==> src/rtl/dot_sched.sv <==
// dot_sched: steps one dot product engine through LAYER0..LAYER3 and AFFINE, running a programmed number of passes per layer.
// Latency: each pass takes GAP load-low cycles, then the engine latency, then one HOLD cycle when res_ready is high.
// Backpressure: while res_ready is low the pass stays in HOLD, and dot_load, the engine result and all tags stay frozen.
//
// Optional feature: define DOT_SCHED_TIMEOUT_EN to abort the whole sequence when a pass
// waits TIMEOUT cycles in RUN without dot_valid. In that case err is set and done pulses.
//
// Ports:
//   clk        in   1  clock; all logic updates on posedge
//   rst_n      in   1  synchronous active-low reset
//   start      in   1  1-cycle pulse that begins the full layer sequence (ignored while busy)
//   busy       out  1  high from the accepted start until the cycle after done
//   done       out  1  1-cycle pulse after the last AFFINE result is accepted, or on abort
//   err        out  1  sticky timeout flag, cleared by the next accepted start
//   cs_layer   out  4  layer code driven to the engine
//   dot_load   out  1  engine load; high through RUN and HOLD
//   dot_valid  in   1  engine result valid
//   pass_idx   out  6  pass number within the current layer, 0-based
//   res_valid  out  1  engine q is stable and belongs to (cs_layer, pass_idx)
//   res_ready  in   1  consumer accepts the result
module dot_sched #(
  parameter int unsigned PASSES_L0 = 32,
  parameter int unsigned PASSES_L1 = 16,
  parameter int unsigned PASSES_L2 = 8,
  parameter int unsigned PASSES_L3 = 4,
  parameter int unsigned PASSES_AF = 1,
  parameter int unsigned GAP       = 2,
  parameter int unsigned TIMEOUT   = 1023,
  // Layer codes must match the engine's layer table.
  parameter logic [3:0]  LAYER0    = 4'd0,
  parameter logic [3:0]  LAYER1    = 4'd1,
  parameter logic [3:0]  LAYER2    = 4'd2,
  parameter logic [3:0]  LAYER3    = 4'd3,
  parameter logic [3:0]  AFFINE    = 4'd4
) (
  input  logic       clk,
  input  logic       rst_n,
  input  logic       start,
  output logic       busy,
  output logic       done,
  output logic       err,
  output logic [3:0] cs_layer,
  output logic       dot_load,
  input  logic       dot_valid,
  output logic [5:0] pass_idx,
  output logic       res_valid,
  input  logic       res_ready
);

  // Elaboration-time range check of the configuration.
  if (PASSES_L0 == 0 || PASSES_L0 > 63 || PASSES_L1 == 0 || PASSES_L1 > 63 ||
      PASSES_L2 == 0 || PASSES_L2 > 63 || PASSES_L3 == 0 || PASSES_L3 > 63 ||
      PASSES_AF == 0 || PASSES_AF > 63 || GAP == 0 ||
      TIMEOUT == 0 || TIMEOUT > 1023) begin : g_bad_params
    $error("dot_sched: parameter out of range");
  end

  localparam int unsigned    GW       = (GAP > 1) ? $clog2(GAP) : 1;
  localparam logic [GW-1:0]  GAP_INIT = GW'(GAP - 1);

  typedef enum logic [2:0] {
    S_IDLE  = 3'd0,
    S_SETUP = 3'd1,
    S_RUN   = 3'd2,
    S_HOLD  = 3'd3,
    S_DONE  = 3'd4
  } state_t;

  // Returns the index of the last pass for a layer.
  function automatic logic [5:0] last_pass_of(input logic [3:0] layer);
    logic [5:0] lp;
    case (layer)
      LAYER0:  lp = 6'(PASSES_L0 - 1);
      LAYER1:  lp = 6'(PASSES_L1 - 1);
      LAYER2:  lp = 6'(PASSES_L2 - 1);
      LAYER3:  lp = 6'(PASSES_L3 - 1);
      default: lp = 6'(PASSES_AF - 1);
    endcase
    return lp;
  endfunction

  // Returns the layer that follows in the walk. AFFINE is terminal and is handled by the caller.
  function automatic logic [3:0] next_layer_of(input logic [3:0] layer);
    logic [3:0] nl;
    case (layer)
      LAYER0:  nl = LAYER1;
      LAYER1:  nl = LAYER2;
      LAYER2:  nl = LAYER3;
      default: nl = AFFINE;
    endcase
    return nl;
  endfunction

  state_t          state_q, state_d;
  logic            busy_q, busy_d;
  logic            done_q, done_d;
  logic [3:0]      cs_layer_q, cs_layer_d;
  logic            dot_load_q, dot_load_d;
  logic [5:0]      pass_idx_q, pass_idx_d;
  logic            res_valid_q, res_valid_d;
  logic [GW-1:0]   gap_cnt_q, gap_cnt_d;
`ifdef DOT_SCHED_TIMEOUT_EN
  localparam logic [9:0] RUN_LIMIT = 10'(TIMEOUT - 1);
  logic            err_q, err_d;
  logic [9:0]      run_cnt_q, run_cnt_d;
`endif

  always_comb begin
    state_d     = state_q;
    busy_d      = busy_q;
    done_d      = 1'b0;
    cs_layer_d  = cs_layer_q;
    dot_load_d  = dot_load_q;
    pass_idx_d  = pass_idx_q;
    res_valid_d = res_valid_q;
    gap_cnt_d   = gap_cnt_q;
`ifdef DOT_SCHED_TIMEOUT_EN
    err_d       = err_q;
    run_cnt_d   = run_cnt_q;
`endif

    case (state_q)
      S_IDLE: begin
        if (start) begin
          state_d    = S_SETUP;
          busy_d     = 1'b1;
          cs_layer_d = LAYER0;
          pass_idx_d = 6'd0;
          gap_cnt_d  = GAP_INIT;
          dot_load_d = 1'b0;
`ifdef DOT_SCHED_TIMEOUT_EN
          err_d      = 1'b0;
`endif
        end
      end

      // Load stays low for exactly GAP cycles so the engine can reload its ROM offset.
      S_SETUP: begin
        if (gap_cnt_q == '0) begin
          state_d    = S_RUN;
          dot_load_d = 1'b1;
`ifdef DOT_SCHED_TIMEOUT_EN
          run_cnt_d  = 10'd0;
`endif
        end else begin
          gap_cnt_d = gap_cnt_q - GW'(1);
        end
      end

      S_RUN: begin
        if (dot_valid) begin
          // Load stays high, because the engine drops q and valid as soon as load falls.
          state_d     = S_HOLD;
          res_valid_d = 1'b1;
        end
`ifdef DOT_SCHED_TIMEOUT_EN
        else if (run_cnt_q == RUN_LIMIT) begin
          // Abort the whole sequence. The remaining layers are not run.
          state_d    = S_DONE;
          done_d     = 1'b1;
          err_d      = 1'b1;
          dot_load_d = 1'b0;
        end else begin
          run_cnt_d = run_cnt_q + 10'd1;
        end
`endif
      end

      S_HOLD: begin
        if (res_ready) begin
          res_valid_d = 1'b0;
          dot_load_d  = 1'b0;
          if (pass_idx_q < last_pass_of(cs_layer_q)) begin
            state_d    = S_SETUP;
            pass_idx_d = pass_idx_q + 6'd1;
            gap_cnt_d  = GAP_INIT;
          end else if (cs_layer_q != AFFINE) begin
            // The layer changes only here, on the SETUP entry edge, while load is falling.
            state_d    = S_SETUP;
            cs_layer_d = next_layer_of(cs_layer_q);
            pass_idx_d = 6'd0;
            gap_cnt_d  = GAP_INIT;
          end else begin
            state_d = S_DONE;
            done_d  = 1'b1;
          end
        end
      end

      S_DONE: begin
        busy_d  = 1'b0;
        state_d = S_IDLE;
      end

      default: begin
        state_d = S_IDLE;
      end
    endcase
  end

  always_ff @(posedge clk) begin
    if (!rst_n) begin
      state_q     <= S_IDLE;
      busy_q      <= 1'b0;
      done_q      <= 1'b0;
      cs_layer_q  <= LAYER0;
      dot_load_q  <= 1'b0;
      pass_idx_q  <= 6'd0;
      res_valid_q <= 1'b0;
      gap_cnt_q   <= '0;
`ifdef DOT_SCHED_TIMEOUT_EN
      err_q       <= 1'b0;
      run_cnt_q   <= 10'd0;
`endif
    end else begin
      state_q     <= state_d;
      busy_q      <= busy_d;
      done_q      <= done_d;
      cs_layer_q  <= cs_layer_d;
      dot_load_q  <= dot_load_d;
      pass_idx_q  <= pass_idx_d;
      res_valid_q <= res_valid_d;
      gap_cnt_q   <= gap_cnt_d;
`ifdef DOT_SCHED_TIMEOUT_EN
      err_q       <= err_d;
      run_cnt_q   <= run_cnt_d;
`endif
    end
  end

  assign busy      = busy_q;
  assign done      = done_q;
  assign cs_layer  = cs_layer_q;
  assign dot_load  = dot_load_q;
  assign pass_idx  = pass_idx_q;
  assign res_valid = res_valid_q;
`ifdef DOT_SCHED_TIMEOUT_EN
  assign err       = err_q;
`else
  assign err       = 1'b0;
`endif

endmodule
==> config.mk <==
export PLATFORM = sky130hd
export DESIGN_NAME = dot_sched
export DESIGN_NICKNAME = d
export VERILOG_FILES = /design/src/rtl/dot_sched.sv
export SDC_FILE = /design/constraint.sdc
export NUM_CORES = 1
export LEC_CHECK = 0
export ABC_AREA = 1
export CAP_MARGIN = 20
export CORE_MARGIN = 4
export CORE_UTILIZATION = 35
export DETAILED_ROUTE_END_ITERATION = 8
export PLACE_DENSITY = 0.63
export SLEW_MARGIN = 10
export SYNTH_ARGS = -nofsm -noshare
export SYNTH_HDL_FRONTEND = slang
export SYNTH_SLANG_ARGS = --single-unit
==> constraint.sdc <==
create_clock -name clk -period 3.3 [get_ports clk]
set_clock_uncertainty 0.05 [all_clocks]
set_input_delay 0.825 -clock clk [delete_from_list [all_inputs] [get_ports clk]]
set_output_delay 0.825 -clock clk [all_outputs]
set_load 0.005 [all_outputs]
==> impl_metrics.csv <==
group,metric,value,unit
yosys,synth_compound_area_frac,0.0934,
sta,relSlewSlack,0.653,
sta,setup_slack,1.11,ns
yosys,synth_area,1230,um2
power,p_leak,0.000686,uW
sta,post-route-min-period,2.19,ns
sta,finalHoldViolations,0,
die,fp.dieH,67.3,um
clock_network,cts_tree,"yes",
clock_network,numCtsBuffers,3,
sta,tightestPinTransition,0.520,ns
yosys,ys.flop_type,"dfxtp_1",
grt,grt_pass1_wl,4500,um
setup_path,critPathTopFamily,"buffers and inverters",
drt,ant_nets,0,
drt,avgRoutedWirePerCell,10.6,um
grt,antenna_found_initial,0,
setup_path,critical_path_class,"reg2out",
power,ir_drop,0.250,mV
setup_path,end_kind,"primary output",
clock_network,clock-sinks,17,
yosys,syn_avg_cell_area,6.92,um2
power,p_clk_frac,0.113,
clock_network,cts_max_path_buffers,2,
finish,final_net_count,205,
run_status,status,"complete, no violations",
yosys,synth_edf_count,0,
finish,syn_to_final_growth,17.4,%
die,die_area,4530,um2
clock_network,path_clk_slew,0.11,ns
yosys,muxShareOfSynthArea,0,
yosys,netlist_instances,178,
yosys,async_flop_share,0,
placed_design,place.gp.congestion,0.741,
finish,final-seq-area,340,um2
setup_path,arrival,1.32,ns
yosys,synth_top_family_by_area,"simple AND/OR/NAND/NOR gates",
power,swShare,0.476,
placed_design,numPortBuffers,17,
die,design.core.area,3360,um2
power,p_comb_frac,0.559,
die,ios,20,
yosys,ys_warn_count,0,
finish,multi_input_area,738,um2
setup_path,critPathMaxFanout,6,
sta,rsz0062_at_grt,"no",
clock_network,cts_setup_buffers,0,
placed_design,dp_hpwl,1920,um
grt,grt.overflow.total,0,
drt,drt_pass1_iterations,4,
drt,drcViolationCount,0,
sta,tns,0,ns
yosys,synth_xor_area_frac,0.00711,
grt,grt_start_max_net_pins,12,
setup_path,cp_num_buf_inv,1,
sta,fmax,0.457,GHz
die,initial_utilization,0.366,
finish,drive_above_1_share,0.160,
clock_network,htreeDepth,1,
clock_network,insertion_delay,0.30,ns
power,power_switching,519,uW
drt,routed_wl,2540,um
sta,slew_viol_final,0,
yosys,ys_seq_elements,17,
die,placementRows,21,
power,p_int,571,uW
setup_path,max_stage_delay,0.55,ns
yosys,synth_fa_ha_area_frac,0.0508,
setup_path,path_cells,"clkdlybuf4s50_1",
power,p_per_area,753,nW/um2
clock_network,root_buffer,"clkbuf_4",
grt,grtUsageTotal,0.127,
grt,grt_pass1_vias,1043,
power,seq_power_share,0.328,
finish,n_fill_cell,360,
setup_path,crit_required,2.42,ns
yosys,yosys.area_share.simple,0.442,
sta,setup_violations,0,
yosys,yosysSeqAreaShare,0.276,
finish,diodes,0,
sta,period_share,0.664,
yosys,yosysUniqueCellTypes,31,
drt,first_iter_violations,57,
setup_path,critPathSlowestCell,"clkdlybuf4s50_1",
clock_network,cts_resized,0,
drt,avgViaCountPerCell,4.46,
job,max-cap-violations,0,
placed_design,place_ws,1.14,ns
die,die_x,67.3,um
clock_network,cts_hold_buf,0,
hold_path,holdCritPathClass,"reg2reg",
setup_path,setup.worst_path.start_class,"flop",
drt,vias,1070,
final timing paths:
path / from / end / slack [ns] / depth (start not counted)
max: cs_layer[2] / cs_layer[2] / 1.11 / 1
min: dot_load / dot_load / 0.42 / 2
max reg2reg: cs_layer[0] / pass_idx[4] / 1.39 / 11
min reg2reg: dot_load / dot_load / 0.42 / 2
stage by stage:
stage / hold WS [ns] / instance area (um2) / util / power (uW) / instances
after global placement: 0.405 / 1420 / 0.422 / 968 / 236
after global routing: 0.473 / 1450 / 0.430 / 1190 / 240
after CTS: 0.430 / 1450 / 0.430 / 1090 / 240
final: 0.423 / 1450 / 0.430 / 1090 / 240
after floorplan: 0.395 / 1240 / - / 831 / 179
after detailed placement: 0.409 / 1420 / 0.422 / 972 / 236
cell usage in the layout (no fill, tap or decap), types with 3 or more instances in the layout:
cell type,netlist,routed
a21oi_1,9,9
clkbuf_4,0,3
clkdlybuf4s50_1,0,17
dfxtp_1,17,17
ha_1,5,5
inv_1,26,26
nand2_1,50,50
nand2_2,7,7
nand2_4,3,3
nand3_1,7,7
nand4_1,4,4
nor2_1,16,16
nor2_4,5,5
nor3_1,3,3
synth_stat cells (2+ instances only):
cell | instances | area [um2]
a21oi_4 | 2 | 32.5
nand3_4 | 2 | 35.0
nand3_1 | 7 | 35.0
clkbuf_1 | 2 | 7.51
nand3_2 | 2 | 20.0
dfxtp_1 | 17 | 340
a21oi_1 | 9 | 45.0
buf_6 | 2 | 22.5
buf_4 | 2 | 15.0
o21ai_0 | 2 | 10.0
nand2_2 | 7 | 43.8
nand2_1 | 50 | 188
ha_1 | 5 | 62.6
inv_1 | 26 | 97.6
nor2_1 | 16 | 60.1
nand2_4 | 3 | 33.8
nor3_1 | 3 | 15.0
nor2_4 | 5 | 56.3
nand4_1 | 4 | 25.0
worst reg2reg max path, stage by stage, from the launching register on:
cell	delay [ns]
dfxtp_1	0.41
inv_1	0.09
o21ai_0	0.24
ha_1	0.28
nand2_1	0.06
nor2_1	0.04
nand2_1	0.13
nand2_4	0.11
a21oi_4	0.23
nand2_1	0.08
nand2_1	0.06
nor2_1	0.04
sequential cells by signal (all words and copies together), names as in the netlist:
| register | cells |
|---|---|
| done | 1 |
| gap_cnt_q | 1 |
| pass_idx | 6 |
| dot_load | 1 |
| state_q | 3 |
| res_valid | 1 |
| busy | 1 |
| cs_layer | 3 |
routing by layer:
layer  vias up  track usage  routed length (um)
met3         2       0.0200                  80
li1        579            -                   -
met1       474        0.171                1320
met5         -            0                   0
met4         0       0.0532                   8
met2        15        0.200                1130
layout make-up:
cell class                 instances  area share
clock buffer                       3      0.0156
inverter                          29      0.0779
clock inverter                     1     0.00346
sequential                        17       0.235
timing repair buffer              17       0.118
multi-input combinational        127       0.510
tap                               46      0.0398
kinds of logic (layout without fill, tap and decap cells):
family	after synthesis	after routing
compound gates	17	17
buf+inv	35	50
fa+ha+maj	5	5
flops	17	17
other cells	1	2
xor+xnor	1	1
simple gates	102	102
power by group through the flow:
stage,logic (uW),registers (uW),clock network (uW)
after global placement,607,361,0
after detailed placement,612,360,0
after global routing,695,365,133
after CTS,615,355,124
final,609,357,124
after floorplan,521,310,0
No activity file was read; power rests on OpenSTA's default activity.
